[config.mk]
export PLATFORM = sky130hd
export DESIGN_NAME = count_bcd_display
export DESIGN_NICKNAME = d
export VERILOG_FILES = /design/src/rtl/count_bcd_display.sv
export SDC_FILE = /design/constraint.sdc
export NUM_CORES = 1
export LEC_CHECK = 0
export CAP_MARGIN = 20
export CORE_MARGIN = 2
export CORE_UTILIZATION = 51
export CTS_BUF_LIST = sky130_fd_sc_hd__clkbuf_4 sky130_fd_sc_hd__clkbuf_8 sky130_fd_sc_hd__clkbuf_16
export CTS_CLUSTER_DIAMETER = 120
export DETAILED_ROUTE_END_ITERATION = 16
export GPL_ROUTABILITY_DRIVEN = 0
export MAX_ROUTING_LAYER = met4
export PLACE_DENSITY_LB_ADDON = 0.08
export SLEW_MARGIN = 20
export SYNTH_ARGS = -nofsm -noshare
export SYNTH_HDL_FRONTEND = slang
export SYNTH_SLANG_ARGS = --single-unit
[constraint.sdc]
create_clock -name clk -period 1.7 [get_ports clk]
set_clock_uncertainty 0.05 [all_clocks]
set_input_delay 0.17 -clock clk [delete_from_list [all_inputs] [get_ports clk]]
set_output_delay 0.17 -clock clk [all_outputs]
set_load 0.03 [all_outputs]
[src/rtl/count_bcd_display.sv]
// Shows a binary count in decimal on a multiplexed common-anode 7-segment display.
// Serial shift-add-3 conversion on every input change, continuous digit scan with leading-zero blanking.
module count_bcd_display #(
    parameter int N        = 4,
    parameter int DIGITS   = 2,
    parameter int SCAN_DIV = 4
) (
    input  logic              clk,
    input  logic              clr,
    input  logic [N-1:0]      Q_in,
    output logic [6:0]        seg,
    output logic [DIGITS-1:0] an,
    output logic              bcd_valid,
    output logic              busy
);
    localparam int BW = 4 * DIGITS;
    localparam int CW = $clog2(N + 1);
    localparam int IW = (DIGITS > 1) ? $clog2(DIGITS) : 1;
    localparam int DW = (SCAN_DIV > 1) ? $clog2(SCAN_DIV) : 1;

    function automatic longint unsigned pow10(input int e);
        longint unsigned p;
        p = 1;
        for (int i = 0; i < e; i++) p = p * 10;
        return p;
    endfunction

    generate
        if (pow10(DIGITS) <= ((64'd1 << N) - 64'd1)) begin : g_range_check
            $error("count_bcd_display: DIGITS too small for an N-bit count");
        end
    endgenerate

    function automatic logic [6:0] seg_code(input logic [3:0] d);
        case (d)
            4'd0:    return 7'h40;
            4'd1:    return 7'h79;
            4'd2:    return 7'h24;
            4'd3:    return 7'h30;
            4'd4:    return 7'h19;
            4'd5:    return 7'h12;
            4'd6:    return 7'h02;
            4'd7:    return 7'h78;
            4'd8:    return 7'h00;
            4'd9:    return 7'h10;
            default: return 7'h7F;
        endcase
    endfunction

    typedef enum logic [1:0] {IDLE, CONVERT, LOAD} state_t;

    state_t         state_reg,   state_next;
    logic [N-1:0]   shift_reg,   shift_next;
    logic [BW-1:0]  bcd_reg,     bcd_next;
    logic [BW-1:0]  disp_reg,    disp_next;
    logic [N-1:0]   last_reg,    last_next;
    logic           pending_reg, pending_next;
    logic [CW-1:0]  cnt_reg,     cnt_next;
    logic           valid_reg,   valid_next;
    logic [IW-1:0]  idx_reg,     idx_next;
    logic [DW-1:0]  div_reg,     div_next;

    logic [BW-1:0]   bcd_adj;
    logic [BW+N-1:0] combo;
    logic [3:0]      nibs [DIGITS];
    logic [DIGITS-1:0] blank;

    genvar gi;
    generate
        for (gi = 0; gi < DIGITS; gi++) begin : g_digit
            assign bcd_adj[gi*4 +: 4] = (bcd_reg[gi*4 +: 4] >= 4'd5) ?
                                        bcd_reg[gi*4 +: 4] + 4'd3 : bcd_reg[gi*4 +: 4];
            assign nibs[gi] = disp_reg[gi*4 +: 4];
            // A digit is blank when it and every digit above it are zero; digit 0 always shows.
            if (gi == 0) begin : g_lsd
                assign blank[gi] = 1'b0;
            end else begin : g_upper
                assign blank[gi] = (disp_reg[BW-1:gi*4] == '0);
            end
        end
    endgenerate

    assign combo = {bcd_adj, shift_reg} << 1;

    always_ff @(posedge clk) begin
        if (!clr) begin
            state_reg   <= IDLE;
            shift_reg   <= '0;
            bcd_reg     <= '0;
            disp_reg    <= '0;
            last_reg    <= '0;
            pending_reg <= 1'b1;
            cnt_reg     <= '0;
            valid_reg   <= 1'b0;
        end else begin
            state_reg   <= state_next;
            shift_reg   <= shift_next;
            bcd_reg     <= bcd_next;
            disp_reg    <= disp_next;
            last_reg    <= last_next;
            pending_reg <= pending_next;
            cnt_reg     <= cnt_next;
            valid_reg   <= valid_next;
        end
    end

    always_comb begin
        state_next   = state_reg;
        shift_next   = shift_reg;
        bcd_next     = bcd_reg;
        disp_next    = disp_reg;
        last_next    = last_reg;
        pending_next = pending_reg;
        cnt_next     = cnt_reg;
        valid_next   = valid_reg;
        case (state_reg)
            IDLE: begin
                if (pending_reg || (Q_in != last_reg)) begin
                    shift_next   = Q_in;
                    last_next    = Q_in;
                    bcd_next     = '0;
                    cnt_next     = '0;
                    pending_next = 1'b0;
                    state_next   = CONVERT;
                end
            end
            CONVERT: begin
                bcd_next   = combo[BW+N-1:N];
                shift_next = combo[N-1:0];
                cnt_next   = cnt_reg + 1'b1;
                if (cnt_reg == CW'(N - 1)) state_next = LOAD;
            end
            LOAD: begin
                disp_next  = bcd_reg;
                valid_next = 1'b1;
                state_next = IDLE;
            end
            default: state_next = IDLE;
        endcase
    end

    always_ff @(posedge clk) begin
        if (!clr) begin
            div_reg <= '0;
            idx_reg <= '0;
        end else begin
            div_reg <= div_next;
            idx_reg <= idx_next;
        end
    end

    always_comb begin
        div_next = div_reg + 1'b1;
        idx_next = idx_reg;
        if (div_reg == DW'(SCAN_DIV - 1)) begin
            div_next = '0;
            idx_next = (idx_reg == IW'(DIGITS - 1)) ? '0 : idx_reg + 1'b1;
        end
    end

    always_comb begin
        an  = '1;
        seg = 7'h7F;
        if (valid_reg) begin
            an = ~(DIGITS'(1) << idx_reg);
            if (!blank[idx_reg]) seg = seg_code(nibs[idx_reg]);
        end
    end

    assign busy      = (state_reg != IDLE);
    assign bcd_valid = valid_reg;

endmodule

==> tab_implementation.tex <==
\begin{tabular}{lr}
\hline
Metric & Value \\
\hline
\multicolumn{2}{l}{\textbf{Outcome}} \\
Run status & finished with violations \\
Failing checks & negative setup slack \\
\multicolumn{2}{l}{\textbf{Global route}} \\
Maximum number of pins on one net before global-route repair & 26 \\
Global route overflow & 0 \\
Wire length of the first global-routing pass & 6.741 mm \\
Number of antenna violations at the first check in global routing & 0 \\
Overall global routing resource usage & 0.2195 \\
Vias in the first global route & 1,498 \\
\multicolumn{2}{l}{\textbf{Timing}} \\
Final Setup Violations & 7 \\
Final critical-path required period & 2.071 ns \\
Setup ws final & -0.3708 ns \\
TNS Setup & -2.351 ns \\
Pins Over Slew Limit & 0 \\
Final period util & 1.218 \\
Worst rel slew slack & 0.6627 \\
Transition time of the tightest slew-check pin & 0.5060 ns \\
Maximum operating frequency & 0.4829 GHz \\
Endpoints failing hold & 0 \\
Setup repair after global routing missed its margin & yes \\
\multicolumn{2}{l}{\textbf{Worst setup path}} \\
Arrival time of the worst setup path & 1.85 ns \\
Setup slack on the worst flop-to-flop path & 0.11 ns \\
Worst reg2reg path depth & 6 \\
CP Buf/Inv Count & 2 \\
Kind of capture point of the worst setup path & output pin \\
Reg2reg end & bcd\_reg[2] \\
Maximum single-stage delay on the critical path & 0.42 ns \\
Worst-path maximum fanout & 5 \\
Critical Path Slowest Stage Cell & dfxtp\_4 \\
Crit path required time & 1.48 ns \\
Worst R2R Start & bcd\_reg[0] \\
Category of the worst setup path launch point & flop \\
Top Family by Delay on Critical Path & flip-flops \\
Critical Setup Path Class & flop to output pin \\
CP cell instances & mux2i\_4, inv\_2, ha\_2, nor3\_1, o21ai\_1, buf\_4 \\
\multicolumn{2}{l}{\textbf{Place}} \\
Port bufs & 16 \\
Placement Cell Area & 2095 um\^{}2 \\
Placed cell count & 279 \\
Half-perimeter wire length of the detailed placement result & 2.887 mm \\
\multicolumn{2}{l}{\textbf{Min path}} \\
Worst Min Path Start & div\_reg[0] \\
Class of the worst hold path & flop to flop \\
Hold-critical path depth & 1 \\
Hold EP & div\_reg[0] \\
\multicolumn{2}{l}{\textbf{Synthesis}} \\
Ys async rst share & 0 \\
Average size of a mapped cell & 8.591 um\^{}2 \\
Count of yosys warnings during synthesis & 0 \\
Post-synthesis cell type count & 38 \\
Cell Area, Synth & 1795 um\^{}2 \\
Instance count of the mapped netlist & 209 \\
Net Count, Synth & 227 \\
Number of flops mapped to enable cells by yosys & 0 \\
Seq/Total Area, Yosys & 0.3791 \\
FF+latch count, synth & 34 \\
Most used flip-flop cell after synthesis & dfxtp\_1 \\
\multicolumn{2}{l}{\textbf{Final layout}} \\
\# diodes & 0 \\
Final nets & 260 \\
Fillers & 288 \\
Ratio of cells with drive above 1 in the final layout & 0.2387 \\
Area of all placed cells without fillers & 2240 um\^{}2 \\
Synth-to-layout area growth & 24.74\% \\
Non-filler cells, final & 289 \\
\multicolumn{2}{l}{\textbf{Die}} \\
Die Ht & 63.34 um \\
Effective utilization at floorplan & 0.5339 \\
Chip Width & 63.34 um \\
Die outline area & 4011 um\^{}2 \\
Total core area & 3363 um\^{}2 \\
Num rows & 21 \\
Top-Level Pins & 17 \\
\multicolumn{2}{l}{\textbf{Drt}} \\
Routed len/inst & 13.45 um \\
Iteration-0 DRC Markers & 64 \\
DRC violations left & 0 \\
Vias post-DR & 1,553 \\
Wirelength, routed & 3.888 mm \\
Remaining antenna violation count & 0 \\
Routed via count divided by cell count & 5.374 \\
Length of the first detailed-routing pass in iterations & 4 \\
\multicolumn{2}{l}{\textbf{Power}} \\
Maximum vdd drop & 0.0003799 V \\
Portion of total power attributed to combinational logic & 0.127 \\
Internal power component & 1.138 mW \\
Portion of total power attributed to the clock network & 0.318 \\
Switching component of the power & 0.3980 mW \\
Part of the total power dissipated in sequential elements & 0.555 \\
Leakage component of the power & 0.8707 nW \\
Switching share of power & 0.2592 \\
Cell Pwr Density & 685.6 nW/um\^{}2 \\
\multicolumn{2}{l}{\textbf{CTS}} \\
Number of sinks driven by the clock tree & 34 \\
Maximum root-to-sink buffer count & 2 \\
Insertion delay to the later sink of the worst-skew pair & 0.34 ns \\
Num CTS Buffers & 5 \\
Reg clk slew, reported paths & 0.10 ns \\
TritonCTS clock tree & yes \\
Clock H-tree levels & 2 \\
Root buffer selected by CTS & clkbuf\_4 \\
Hold buffer count at cts & 0 \\
\multicolumn{2}{l}{\textbf{Run}} \\
Number of max-capacitance violations reported & 0 \\
\hline
\end{tabular}
synthesized netlist by cell type (all sizes together) (2+ instances only):
cell    count  area [um^2]
dfxtp      34        680.7
nand2      34        127.6
a21oi      21        112.6
ha         12        150.1
inv        10        37.54
nor2       10        37.54
o21ai      10        50.05
mux2i       8        80.08
buf         6        41.28
nor2b       6        45.04
a211oi      4        30.03
clkbuf      4        15.01
mux2        4        45.04
nand2b      4        25.02
nand3       4        20.02
nor3        4        31.28
o32ai       4        35.03
xnor2       4        35.03
xor2        4        35.03
a21o        3        22.52
and2        3        18.77
a221oi      2        17.52
nor3b       2        15.01
o21a        2        15.01
o22ai       2        12.51
power groups by stage:
stage	combinational [mW]	clock [mW]	sequential, mW
2_1_floorplan	0.133	0	0.860
3_3_place_gp	0.185	0	0.867
3_5_place_dp	0.192	0	0.869
4_1_cts	0.193	0.496	0.852
5_1_grt	0.218	0.536	0.856
6_report	0.195	0.488	0.852
final cells by class:
class	count	area, um^2	area share
Clock buffer	7	58.81	0.02626
Clock inverter	1	5.005	0.002235
Inverter	11	41.29	0.01844
Multi-Input combinational cell	154	1087	0.4855
Sequential cell	34	685.7	0.3061
Tap cell	46	57.56	0.02570
Timing Repair Buffer	36	304.0	0.1358
placed cells by master (no fill, tap or decap), types with 2 or more instances in the layout:
cell type        count
nand2_1             34
dfxtp_1             32
buf_4               23
a21oi_1             18
nor2_1              10
ha_1                 9
inv_1                8
clkbuf_4             6
mux2i_1              5
nor2b_1              5
o21ai_0              5
clkdlybuf4s50_1      5
nand3_1              4
xnor2_1              4
nand2b_1             4
xor2_1               4
a211oi_1             4
o32ai_1              4
buf_6                4
mux2_2               3
o21ai_1              3
a21o_1               3
a21oi_2              3
and2_1               3
dlygate4sd2_1        3
mux2i_4              2
inv_2                2
o21a_1               2
o21ai_2              2
nor3_1               2
nor3b_1              2
o22ai_1              2
a221oi_1             2
ha_2                 2
per-layer routing:
layer | routed length (um) | vias to the layer above | global-route usage
li1 | - | 789 | -
met1 | 1749 | 729 | 0.2540
met4 | 104 | 0 | 0.1141
met5 | 0 | - | -
met3 | 102 | 11 | 0.03571
met2 | 1933 | 24 | 0.3658
worst max path at each step:
stage,startpoint,end,slack [ns],cells past startpoint
after floorplan,idx_reg,seg[0],-0.05,5
after global placement,idx_reg,seg[6],-0.10,6
after detailed placement,idx_reg,seg[0],-0.16,6
after CTS,idx_reg,seg[0],-0.37,5
after global routing,idx_reg,seg[6],-0.53,6
final,idx_reg,seg[6],-0.37,6
stage by stage:
stage          setup WS (ns)  hold slack (ns)  power [mW]    util
6_report             -0.3708           0.3942       1.536  0.6659
5_1_grt              -0.5253           0.3990       1.610  0.6659
4_1_cts              -0.3706           0.3936       1.540  0.6525
3_5_place_dp         -0.1618           0.3783       1.062  0.6228
3_3_place_gp         -0.1030           0.3617       1.052  0.6228
2_1_floorplan       -0.04563           0.2560      0.9923       -
repair_timing:
item | CTS | global route
resized for setup | 14 | 11
buffers inserted | 1 | 1
pin swaps | 2 | 2
endpoints found under the setup margin | 11 | 10
endpoints found under the hold margin | 0 | 0
cell families (layout without fill, tap and decap cells):
logic type | Yosys count | in the layout | synth area share
adders and majority gates | 12 | 12 | 0.08362
buffers and inverters | 21 | 55 | 0.05435
and+or+nand+nor | 70 | 70 | 0.1923
AOI/OAI and AO/OA | 52 | 52 | 0.1819
xor gates and xnor gates | 8 | 8 | 0.03902
DFF | 34 | 34 | 0.3791
muxes | 12 | 12 | 0.06969
(Power assumes the default switching activity.)
